**src/rtl/filter_window_5x5.sv**
```systemverilog
// filter_window_5x5: raster pixel stream to 5x5 sliding window via 4 line buffers
module filter_window_5x5 #(
  parameter int DATA_WIDTH = 8,
  parameter int IMG_WIDTH  = 64
) (
  input  logic                  clk,
  input  logic                  rst,
  input  logic                  i_valid,
  input  logic                  i_sof,
  input  logic [DATA_WIDTH-1:0] i_pixel,
  output logic                  o_valid,
  output logic [DATA_WIDTH-1:0] o_x00, o_x01, o_x02, o_x03, o_x04,
  output logic [DATA_WIDTH-1:0] o_x10, o_x11, o_x12, o_x13, o_x14,
  output logic [DATA_WIDTH-1:0] o_x20, o_x21, o_x22, o_x23, o_x24,
  output logic [DATA_WIDTH-1:0] o_x30, o_x31, o_x32, o_x33, o_x34,
  output logic [DATA_WIDTH-1:0] o_x40, o_x41, o_x42, o_x43, o_x44
);
  localparam int CW = $clog2(IMG_WIDTH);
  logic [CW-1:0]         col, pos_col, col_nxt;
  logic [2:0]            row, pos_row, row_nxt;
  logic                  wrap;
  logic [DATA_WIDTH-1:0] lb  [4][IMG_WIDTH];
  logic [DATA_WIDTH-1:0] win [5][5];
  logic [DATA_WIDTH-1:0] cv  [5];
  // Position of the incoming pixel (sof forces 0,0), next counters and the new column
  always_comb begin
    pos_col = i_sof ? '0 : col;
    pos_row = i_sof ? '0 : row;
    wrap    = pos_col == CW'(IMG_WIDTH - 1);
    col_nxt = wrap ? '0 : pos_col + CW'(1);
    row_nxt = (wrap && pos_row != 3'd4) ? pos_row + 3'd1 : pos_row;
    for (int i = 0; i < 4; i++) cv[i] = lb[i][pos_col];
    cv[4] = i_pixel;
  end
  // Counters, valid flag and window shift register
  always_ff @(posedge clk) begin
    if (rst) begin
      col     <= '0;
      row     <= '0;
      o_valid <= 1'b0;
      for (int r = 0; r < 5; r++)
        for (int c = 0; c < 5; c++) win[r][c] <= '0;
    end else begin
      o_valid <= i_valid && pos_row == 3'd4 && pos_col >= CW'(4);
      if (i_valid) begin
        col <= col_nxt;
        row <= row_nxt;
        for (int r = 0; r < 5; r++) begin
          for (int c = 0; c < 4; c++) win[r][c] <= win[r][c+1];
          win[r][4] <= cv[r];
        end
      end
    end
  end
  // Line buffers shift up one line at the current column; contents need no reset
  always_ff @(posedge clk) begin
    if (i_valid && !rst) begin
      for (int i = 0; i < 3; i++) lb[i][pos_col] <= lb[i+1][pos_col];
      lb[3][pos_col] <= i_pixel;
    end
  end
  assign {o_x00, o_x01, o_x02, o_x03, o_x04} = {win[0][0], win[0][1], win[0][2], win[0][3], win[0][4]};
  assign {o_x10, o_x11, o_x12, o_x13, o_x14} = {win[1][0], win[1][1], win[1][2], win[1][3], win[1][4]};
  assign {o_x20, o_x21, o_x22, o_x23, o_x24} = {win[2][0], win[2][1], win[2][2], win[2][3], win[2][4]};
  assign {o_x30, o_x31, o_x32, o_x33, o_x34} = {win[3][0], win[3][1], win[3][2], win[3][3], win[3][4]};
  assign {o_x40, o_x41, o_x42, o_x43, o_x44} = {win[4][0], win[4][1], win[4][2], win[4][3], win[4][4]};
endmodule

```
**config.mk**
```make
export PLATFORM = sky130hd
export DESIGN_NAME = filter_window_5x5
export DESIGN_NICKNAME = d
export VERILOG_FILES = /design/src/rtl/filter_window_5x5.sv
export SDC_FILE = /design/constraint.sdc
export NUM_CORES = 2
export LEC_CHECK = 0
export CAP_MARGIN = 10
export CORE_MARGIN = 1
export CORE_UTILIZATION = 45
export CTS_BUF_LIST = sky130_fd_sc_hd__clkbuf_4
export DETAILED_ROUTE_END_ITERATION = 6
export HOLD_SLACK_MARGIN = 0.05
export PLACE_DENSITY = 0.7
export SLEW_MARGIN = 20
export SYNTH_ARGS = -nofsm -noshare
export SYNTH_HDL_FRONTEND = slang
export SYNTH_SLANG_ARGS = --single-unit
```
**constraint.sdc**
```tcl
create_clock -name clk -period 10.7 [get_ports clk]
set_input_delay 3.21 -clock clk [delete_from_list [all_inputs] [get_ports clk]]
set_output_delay 3.21 -clock clk [all_outputs]
set_load 0.02 [all_outputs]
```
Word-level counts from Yosys, hierarchy flattened
Memory sizes are Yosys's and may differ from the RTL's.
Index checks and enable logic that the tools add are counted.

cells by class
  $add $sub $neg = 2
  $lt $le $gt $ge = 3
  equal/unequal tests = 3
  muxes and demuxes = 50
  bitwise operators = 26
  reduce and logical (&&, ||, !) cells = 6

operators with widths
  operator               count
  $mux W512              1
  $mux W8                34
  $bmux W8 S6            4
  $demux W8 S6           1
  $or A1 B1 Y1           25
  $mux W6                2
  $ge A7 B7 Y1 const B   1
  $lt A7 B1 Y1 const B   1
  $not A6 Y7             1
  $add A6 B1 Y6 const B  1
  $eq A6 B6 Y1 const B   1
  $ge A6 B3 Y1 const B   1
  $mux W1                6
  $mux W3                2
  $logic_and A1 B1 Y1    5
  $add A3 B1 Y3 const B  1
  $eq A3 B3 Y1 const B   1
  $ne A3 B3 Y1 const B   1
  $logic_not A1 Y1       1

word-level totals
  flip-flop bits (word level) = 10
  RAM bits = 2,248
  bits of input ports = 12
  output and inout bits = 201
  word-level logic and storage cells = 95
  memories kept = 2

memory list
  memory  words  width  read ports  clocked after Yosys merged registers in  wr ports  RTL line  text
  lb      4      512    4           0                                        4         22        logic [DATA_WIDTH-1:0] lb [4][IMG_WIDTH];
  win     5      40     5           0                                        5         23        logic [DATA_WIDTH-1:0] win [5][5];

Depth between registers and ports, before layout
  depth after elaboration = 7
  gate-level depth with buffers = 12

Least setup slack after synthesis
No wires, ideal clock.

  kind = input-to-reg
  from = in rst
  to = mem win[0][0] (netlist name) (enable)
  setup time = 568 ps
  arrival = 8,108 ps
  required time = 10,132 ps
  setup slack = 2,023 ps
  stages = 4
  buffers on the path = 2
  cell sequence = clkbuf_1 -> clkinv_1 -> clkbuf_1 -> nand2_1

RTL lines
  what                RTL line  text
  start: declaration  7         input logic rst,
  end: declaration    23

==> summary.txt <==
Global routing
  – Overflow after GRT: 0
  – Largest net degree at the start of global routing: 155
  – First-pass GRT wire length: 380000 um
  – Tot GR Track Use: a little over a quarter
  – Initial antenna violation count: 20
  – Vias in the first global route: 52.7k

Pwr
  – Pwr dens: 182 nW/um^2
  – NetSw: ~4.2 mW
  – Leakage: 33.0 nW
  – Gate power share: just under 6%
  – Internal power: 14.1 mW
  – Share of total power in the clock network: 39.8%
  – Switching Fraction: 23.0%
  – Final Power: ~18 mW
  – Maximum vdd ir drop: between 0.0001 and 0.00015 V
  – Sequential Power Share: 54.4%

Floorplan
  – IO Pins: 213
  – Starting Density: 45.4%
  – Die width: 443 um
  – Area of the core: between 150000 and 200000 sq um
  – Die Area: 197000 sq um
  – # rows: 161
  – Die Y: about 440 um

STA
  – Final setup violating endpoints: 0
  – Period utilization: a little over three fifths
  – Fin Clk Skew: between 150 and 200 ps
  – Slew headroom: 12.1%
  – Highest Clock Rate: between 100 and 150 MHz
  – Final min period: 6720 ps
  – Measured slew at the worst slew-check pin: 1310 ps
  – RSZ-0062 raised after global routing: no
  – Total count of hold-check failures in the final report: 0
  – Total negative slack: 0 ps
  – Final slew viol count: 0

Drt
  – Vias: about 54k
  – Initial DRC count: 9018
  – Drt total wl: between 200000 and 300000 um
  – Remaining antenna violation count after routing: 0
  – # DRC: 10
  – DR vias/cell: ~6.4
  – Drt first pass iters: 7
  – Wire per inst: 31.8 um

Yosys
  – FF+latch count, synth: between 2k and 2.5k
  – Fraction of registers with async set/reset: 0%
  – Syn Std Cell Area: 87700 sq um
  – Net Count, Synth: 4994
  – Area leader, netlist: edfxtp_1
  – Synth Instances: 4979
  – Post-synth top area share: 77.0%
  – Top cells by area, synth: edfxtp_1 77%, mux2i_1 5.6%, and3_1 1.2%
  – Yosys warns: 0
  – Number of enable flip-flop cells after synthesis: roughly 2.2k
  – Mean Syn Cell Area: 17.6 sq um
  – Cell variety after synth: 84
  – Synth Flop Type: edfxtp_1
  – Sequential fraction of the synthesis area: between 70 and 80%

Clocking
  – Resize count post-CTS: 0
  – CTS HTree Levels: 6
  – Skew-Pair Late Insertion Delay: between 1000 and 1500 ps
  – Clk slew on worst S/H paths: 60 ps
  – Post-CTS setup repair buffer count: 0
  – Clock Tree Buf Depth: 4
  – CTS tree: built
  – Number of buffers created by CTS: a little under 600
  – # hold bufs at CTS: 0
  – Sink Count: ~2.3k
  – Clock root cell: clkbuf_4

Placed design
  – Inst Count DP: approximately 7.6k
  – Input/output buffers: 212
  – Placer Congestion: roughly 0.92
  – Placed inst area: 93400 sq um
  – Hpwl dp: 150000 um

Setup path
  – Critical path arrival: 7910 ps
  – Worst setup SP type: input port
  – Critical path endpoint category: register
  – Critical path type: in2reg
  – Crit path max fanout: between 40 and 50
  – Critical Path RT: ~12000 ps

Run
  – Max Cap Viol: 0

Final layout
  – Syn-to-layout area delta: 14.7%
  – Post-route non-filler standard cell count: 8544
  – Post-layout net count: approximately 5.6k
  – Layout cells sized above 1: 22.8%
  – Utilization after layout: 52.1%
  – Final instance area: 101000 sq um

Status
  – Failing checks: DRC
  – Status: finished with violations

Worst hold path
  – Hold Path Class: reg2reg
final timing paths:
check	from	end	slack, ps	depth (start not counted)
setup / recovery	i_sof	win[0][43]$_SDFFCE_PN0P_	3980	10
hold / removal	row[0]$_SDFFE_PP0P_	row[0]$_SDFFE_PP0P_	520	2
setup reg to reg	col[0]$_SDFFE_PP0P_	win[0][43]$_SDFFCE_PN0P_	4640	10
hold reg to reg	row[0]$_SDFFE_PP0P_	row[0]$_SDFFE_PP0P_	520	2
flip-flops by register name, summed over array words and instances, names as in the netlist:
register and cells:
lb 2048, win 200, col 6, row 3, o_valid 1
cell usage after synthesis, drive strengths merged, types with 25 or more instances:
cell type  instances
mux4              44
and2              27
a21oi            174
mux2             102
o22ai            150
edfxtp          2248
a22oi             70
clkbuf           132
and3             171
o221ai            25
nor2             169
a22o              50
mux2i            487
a222oi            38
buf              221
nand2            129
a2111oi           27
a221oi            74
a211oi            36
nand3b            39
o21ai            184
area by class of cell:
| type | count | area [sq um] |
|---|---|---|
| flip-flops and latches | 2258 | 67700 |
| multi-input cells | 2355 | 18800 |
| clock inverters | 109 | 694 |
| repair buffers | 409 | 3710 |
| diodes | 20 | 50.0 |
| well taps | 2526 | 3160 |
| inverters | 13 | 53.8 |
| fillers | 15300 | 92400 |
| clock buffers | 854 | 6410 |
power by group through the flow:
stage | clock (mW) | sequential [mW] | combinational (mW)
after floorplan | 0 | 10.2 | 0.489
after global placement | 0 | 10.1 | 1.01
after detailed placement | 0 | 10.1 | 1.03
after CTS | 7.33 | 9.94 | 1.03
after global routing | 7.78 | 9.94 | 1.08
final | 7.26 | 9.94 | 1.06
critical path, stage by stage:
cell and delay [ps]:
buf_6 390, buf_4 560, o21bai_4 380, buf_4 520
o2bb2ai_1 170, a211oi_1 60, nor4_1 940, or4_2 800
buf_4 530, and2_1 190
logic make-up (layout without fill, tap and decap cells):
group | after synthesis | count (layout) | synth area share (%)
AND/OR/NAND/NOR | 665 | 665 | 4.00
adder cells (fa/ha/maj) | 3 | 3 | 0.0428
AO/OA/AOI/OAI | 1054 | 1054 | 8.47
multiplexers | 633 | 633 | 8.00
other | 0 | 20 | 0
flip-flops | 2258 | 2258 | 77.2
buffers and inverters | 366 | 1385 | 2.25
placed cells by master (no fill, tap or decap), drive strengths merged, types with 23 or more instances in the layout:
cell type and n:
edfxtp 2248, clkbuf 855, mux2i 487, buf 206, clkdlybuf4s50 202, o21ai 184, a21oi 174, and3 171
nor2 169, o22ai 150, nand2 129, mux2 102, clkinv 77, a221oi 74, a22oi 70, a22o 50
mux4 44, nand3b 39, a222oi 38, a211oi 36, inv 32, and2 27, a2111oi 27, o221ai 25
a221o 24, o2bb2ai 23
routing by layer:
metal	share of wire [%]	track usage [%]	wire (um)	up-vias
met2	44	40.2	120000	4668
met3	15	8.91	41200	840
li1	-	-	-	21900
met1	35	35.2	95600	27000
met4	5.5	14.0	15000	14
met5	0.035	0	94	-
metrics by stage:
step | worst slack (ps) | hold WS (ps)
global route | 4190 | 534
floorplan | 2020 | 454
global placement | 2280 | 468
CTS | 4340 | 511
finish | 3980 | 518
detailed placement | 2920 | 490
(Power assumes the default switching activity.)
